**src/rtl/pool_row_sched.sv**
```systemverilog
// 2x2 max-pool row sequencer: even rows fold pixel pairs into a line buffer,
// odd rows fold vertically against it and emit POX/2 pooled pixels per beat.
module pool_row_sched #(
  parameter int POX           = 4,
  parameter int MAX_ROW_BEATS = 64,
  parameter int RB_W          = 8,
  parameter int ROW_W         = 10
) (
  input  logic              clk,
  input  logic              rst,
  input  logic              start,
  input  logic [RB_W-1:0]   cfg_row_beats,
  input  logic [ROW_W-1:0]  cfg_rows,
  input  logic              cfg_pool_en,
  input  logic [POX*16-1:0] in_data,
  input  logic              in_valid,
  output logic              in_ready,
  output logic [POX*16-1:0] out_data,
  output logic              out_valid,
  input  logic              out_ready,
  output logic              busy,
  output logic              done
);

  localparam int DW = POX * 16;
  localparam int HW = (POX / 2) * 16;
  localparam int AW = (MAX_ROW_BEATS > 1) ? $clog2(MAX_ROW_BEATS) : 1;

  typedef enum logic [2:0] {
    S_IDLE, S_EVEN, S_ODD, S_DRAIN, S_PASS, S_FLUSH, S_DONE
  } state_t;

  state_t            state_reg, state_next;
  logic [RB_W-1:0]   rb_reg, col_reg, col_next;
  logic [ROW_W-1:0]  rows_reg, row_reg, rows_after;
  logic [HW-1:0]     linebuf [MAX_ROW_BEATS];
  logic [HW-1:0]     lb_rd_reg;
  logic [HW-1:0]     h_vec, pool_vec;
  logic [DW-1:0]     out_data_reg;
  logic              out_valid_reg;
  logic              accept, col_wrap, lb_we, start_ok;

  assign accept     = in_valid & in_ready;
  assign col_wrap   = (col_reg == rb_reg - 1'b1);
  assign rows_after = rows_reg - row_reg - 1'b1;
  assign start_ok   = (state_reg == S_IDLE) && start;
  assign lb_we      = accept && (state_reg == S_EVEN);

  // Per output pixel: horizontal pair max, then vertical max against the buffer.
  generate
    for (genvar gi = 0; gi < POX / 2; gi++) begin : g_px
      logic [15:0] px_a, px_b, h_max, lb_px;
      assign px_a  = in_data[32*gi +: 16];
      assign px_b  = in_data[32*gi+16 +: 16];
      assign h_max = (px_a >= px_b) ? px_a : px_b;
      assign lb_px = lb_rd_reg[16*gi +: 16];
      assign h_vec[16*gi +: 16]    = h_max;
      assign pool_vec[16*gi +: 16] = (h_max >= lb_px) ? h_max : lb_px;
    end
  endgenerate

  // State register
  always_ff @(posedge clk) begin
    if (rst) state_reg <= S_IDLE;
    else     state_reg <= state_next;
  end

  // Next-state logic
  always_comb begin
    state_next = state_reg;
    case (state_reg)
      S_IDLE: begin
        if (start) begin
          if (cfg_pool_en && cfg_rows >= ROW_W'(2) && cfg_row_beats != '0)
            state_next = S_EVEN;
          else if (!cfg_pool_en && cfg_rows != '0 && cfg_row_beats != '0)
            state_next = S_PASS;
          else
            state_next = S_DONE;
        end
      end
      S_EVEN:  if (accept && col_wrap) state_next = S_ODD;
      S_ODD: begin
        if (accept && col_wrap) begin
          if (rows_after >= ROW_W'(2))      state_next = S_EVEN;
          else if (rows_after == ROW_W'(1)) state_next = S_DRAIN;
          else                              state_next = S_FLUSH;
        end
      end
      S_DRAIN: if (accept && col_wrap) state_next = S_FLUSH;
      S_PASS:  if (accept && col_wrap && rows_after == '0) state_next = S_FLUSH;
      S_FLUSH: if (!out_valid_reg || out_ready) state_next = S_DONE;
      S_DONE:  state_next = S_IDLE;
      default: state_next = S_IDLE;
    endcase
  end

  // Output decode
  always_comb begin
    in_ready = 1'b0;
    busy     = (state_reg != S_IDLE);
    done     = (state_reg == S_DONE);
    case (state_reg)
      S_EVEN, S_DRAIN: in_ready = 1'b1;
      S_ODD, S_PASS:   in_ready = !out_valid_reg || out_ready;
      default:         in_ready = 1'b0;
    endcase
  end

  always_comb begin
    col_next = col_reg;
    if (start_ok)      col_next = '0;
    else if (accept)   col_next = col_wrap ? '0 : col_reg + 1'b1;
  end

  always_ff @(posedge clk) begin
    if (rst) begin
      rb_reg   <= '0;
      rows_reg <= '0;
      col_reg  <= '0;
      row_reg  <= '0;
    end else begin
      col_reg <= col_next;
      if (start_ok) begin
        rb_reg   <= cfg_row_beats;
        rows_reg <= cfg_rows;
        row_reg  <= '0;
      end else if (accept && col_wrap) begin
        row_reg <= row_reg + 1'b1;
      end
    end
  end

  // Read is prefetched at the next column so the ODD beat sees it registered;
  // a same-address write forwards (matters when a row is a single beat).
  always_ff @(posedge clk) begin
    if (lb_we) linebuf[col_reg[AW-1:0]] <= h_vec;
    if (lb_we && col_reg == col_next) lb_rd_reg <= h_vec;
    else                              lb_rd_reg <= linebuf[col_next[AW-1:0]];
  end

  always_ff @(posedge clk) begin
    if (rst) begin
      out_data_reg  <= '0;
      out_valid_reg <= 1'b0;
    end else if (accept && state_reg == S_ODD) begin
      out_data_reg  <= {{(DW-HW){1'b0}}, pool_vec};
      out_valid_reg <= 1'b1;
    end else if (accept && state_reg == S_PASS) begin
      out_data_reg  <= in_data;
      out_valid_reg <= 1'b1;
    end else if (out_ready) begin
      out_valid_reg <= 1'b0;
    end
  end

  assign out_data  = out_data_reg;
  assign out_valid = out_valid_reg;

endmodule

```
**config.mk**
```make
export PLATFORM = sky130hd
export DESIGN_NAME = pool_row_sched
export DESIGN_NICKNAME = d
export VERILOG_FILES = /design/src/rtl/pool_row_sched.sv
export SDC_FILE = /design/constraint.sdc
export NUM_CORES = 2
export LEC_CHECK = 0
export BUFFER_PORTS_ARGS = -buffer_cell sky130_fd_sc_hd__buf_4
export CORE_MARGIN = 2
export CORE_UTILIZATION = 44
export DETAILED_ROUTE_END_ITERATION = 8
export GPL_TIMING_DRIVEN = 0
export SETUP_SLACK_MARGIN = 0.2
export SLEW_MARGIN = 15
export SYNTH_ARGS = -nofsm -noshare
export SYNTH_HDL_FRONTEND = slang
export SYNTH_SLANG_ARGS = --single-unit
export TNS_END_PERCENT = 30
```
**constraint.sdc**
```tcl
create_clock -name clk -period 11.5 [get_ports clk]
set_clock_uncertainty 0.2 [all_clocks]
set_input_delay 1.15 -clock clk [delete_from_list [all_inputs] [get_ports clk]]
set_output_delay 1.15 -clock clk [all_outputs]
set_load 0.02 [all_outputs]
```
==> out/metrics.yaml <==
worst_setup_path:
  crit_path_cell_trace: "inv_1, ha_1, o21ba_2, a221oi_2, or2_2, clkbuf_1, nand4_1, buf_2, nand4_1, clkbuf_1, o221ai_1, nor4_1, a211oi_1, a211oi_1"
  cp-startpoint: "rb_reg[0]"
  criticalPathCategory: "flop to flop"
  arrival_ps: 8150
  end_kind: "flop"
  slowest_stage: "a211oi_1"
  cp.required_ps: 11990
  critPathMaxFanout: 10
  start_kind: "flop"
  max_stage_delay_ps: 1000
  critPathBufInv: 4
  r2r-start: "rb_reg[0]"
  cp_top_family: "simple AND/OR/NAND/NOR gates"
global_route:
  grt_pass1_wl_mm: 516
  grt_busiest_layer: "met2"
  grt.met3_usage: 0.0890
  grt_max_degree: 68
  grt_overflow: 0
  grtUsageTotal: 0.337
  met1_usage: 0.447
  global_route.usage.met2: 0.497
  grt_pass1_vias: 66700
  antenna_found_initial: 31
power:
  power_leakage_nw: 35.0
  switchingPower_w: 0.0106
  power_density_mw_per_mm2: 241
  irDropWorstVdd_mv: 0.162
  p_sw_frac: 0.405
  power_w: 0.0263
  power.share.sequential: 0.345
  power_frac_comb: 0.374
  clockPowerShare: 0.281
  intPower_w: 0.0157
placement:
  port_buffers: 153
  dp_hpwl_mm: 270
  gp_congestion: 1.01
routing:
  routed_via_density: 6.57
  ant_nets: 0
  drc: 0
  drt-initial-drc-count: 11100
  wl_per_cell_um: 34.5
  firstDrtPassIters: 9
  vias: 71200
  routed_wl_mm: 374
clock_tree:
  cts_root_buf: "clkbuf_16"
  clock_latency_ps: 900
  cts_buffers: 225
  cts_setup_buffers: 0
  cts_tree: "yes"
  hold_buffers: 0
  cts.htree.levels: 4
  cts_resized: 0
  path_clk_slew_ps: 60
  cts_num_sinks: 2184
  cts.path.max_buffers: 3
outcome:
  status: "finished, violations left"
  violations: "max-capacitance violations, max-slew violations"
timing:
  post-route-period-util: 0.665
  setup_total_negative_slack_ps: 0
  worstMarginPinSlew_ps: 1490
  slew_headroom: -0.00180
  final_hold_viol_count: 0
  setup_viol: 0
  final_max_slew_viol_count: 1
  rsz0062_at_grt: "false"
  period_needed_ps: 7650
  fmax_mhz: 131
die:
  die_h_um: 466
  num_rows: 169
  ioPinCount: 156
  start_util: 0.443
  die-width_um: 466
  dieArea_mm2: 0.217
  core_area_mm2: 0.212
synthesis:
  ys.flop_type: "edfxtp_1"
  async_flop_share: 0
  synth_nets: 7482
  ys_warn_count: 0
  synth_edf_count: 2048
  yosys_register_bits: 2184
  syn_avg_cell_area_um2: 12.8
  synth_cells: 7317
  synth_cell_types: 74
  netlist_area_mm2: 0.0939
  yosysSeqAreaShare: 0.684
run:
  cap_violations: 1
cells_and_area:
  layout-drive-gt1-share: 0.110
  nets: 7986
  layout_commonest_cell: "edfxtp_1"
  final_cell_mix: "2048 x edfxtp_1, 894 x nand2_1, 548 x clkbuf_1"
  largest_reg_flops: 2048
  syn_to_final_growth_pct: 16.5
hold_path:
  worst_hold_path_type: "flop to flop"
  min_from: "out_data[53]"
## through the flow
step / cell area, µm² / worst slack [ps] / hold WS, ps / cells / utilization
after global placement: 98600 / 2840 / 243 / 10300 / 0.465
after detailed placement: 102000 / 3520 / 248 / 10400 / 0.481
after CTS: 109000 / 4250 / 256 / 10800 / 0.515
final: 109000 / 3850 / 256 / 10800 / 0.516
after floorplan: 93900 / 4920 / 241 / 7317 / -
after global routing: 109000 / 4010 / 270 / 10800 / 0.516
## cell families after synthesis
group / after synthesis / synth area share
xor gates and xnor gates: 30 / 0.00280
buffers and inverters: 735 / 0.0307
and+or+nand+nor: 2008 / 0.0992
AOI/OAI and AO/OA: 2210 / 0.165
muxes: 73 / 0.00825
adders and majority gates: 77 / 0.0103
DFF: 2184 / 0.684
## Yosys cell counts, drive strengths merged, types with 29 or more instances
library cell	number	area, µm²
a22o	94	823
o21ai	473	2370
o41ai	33	289
o32ai	125	1090
nand2b	74	463
mux2	35	394
a21oi	223	1120
nor2	317	1200
or3	69	432
a21o	30	225
o31ai	152	1140
nand2	895	3360
a211o	31	272
o211ai	136	1020
nand3	124	621
a22oi	66	500
o221ai	99	873
mux2i	38	380
a31oi	248	1550
a32o	30	300
nor4	145	943
a31o	33	289
o311ai	32	280
dfxtp	136	2720
or4	31	233
a211oi	182	1370
a32oi	32	280
o22ai	39	244
ha	76	951
edfxtp	2048	61500
a311oi	29	254
inv	90	338
clkbuf	508	1910
o2111ai	33	289
and3	170	1060
buf	136	633
nor3	145	741
a221o	58	581
## area by class of cell
cell class | count | area, µm²
tap | 2821 | 3530
sequential | 2184 | 64200
inverter | 91 | 342
clock buffer | 283 | 5990
multi-input combinational | 4398 | 27700
buffer | 644 | 2550
antenna | 11 | 27.5
timing repair buffer | 277 | 3720
clock inverter | 136 | 1320
fill | 18100 | 103000
## worst paths after layout
kind | end | slack [ps] | cells after the start
max | lb_rd_reg[29] | 3850 | 14
min | out_data[53] | 260 | 2
max reg2reg | lb_rd_reg[29] | 3850 | 14
min reg2reg | out_data[53] | 260 | 2
## power groups by stage
| stage | combinational, W | clock, W | sequential, W |
|---|---|---|---|
| 6_report | 0.00984 | 0.00740 | 0.00908 |
| 5_1_grt | 0.0102 | 0.00774 | 0.00908 |
| 4_1_cts | 0.00949 | 0.00742 | 0.00907 |
| 3_5_place_dp | 0.00946 | 0 | 0.00924 |
| 3_3_place_gp | 0.00915 | 0 | 0.00927 |
| 2_1_floorplan | 0.00524 | 0 | 0.00922 |
## worst min-delay path, stage by stage (launching register included)
cell and delay [ps]:
dfxtp_1 310, nand2_1 50, a21oi_1 50
## layer usage
layer | part of all wire | vias to the layer above
li1 | - | 30000
met1 | 0.38 | 35600
met5 | 0.0012 | -
met2 | 0.43 | 4737
met4 | 0.070 | 24
met3 | 0.12 | 889
No activity file was read; power rests on OpenSTA's default activity.
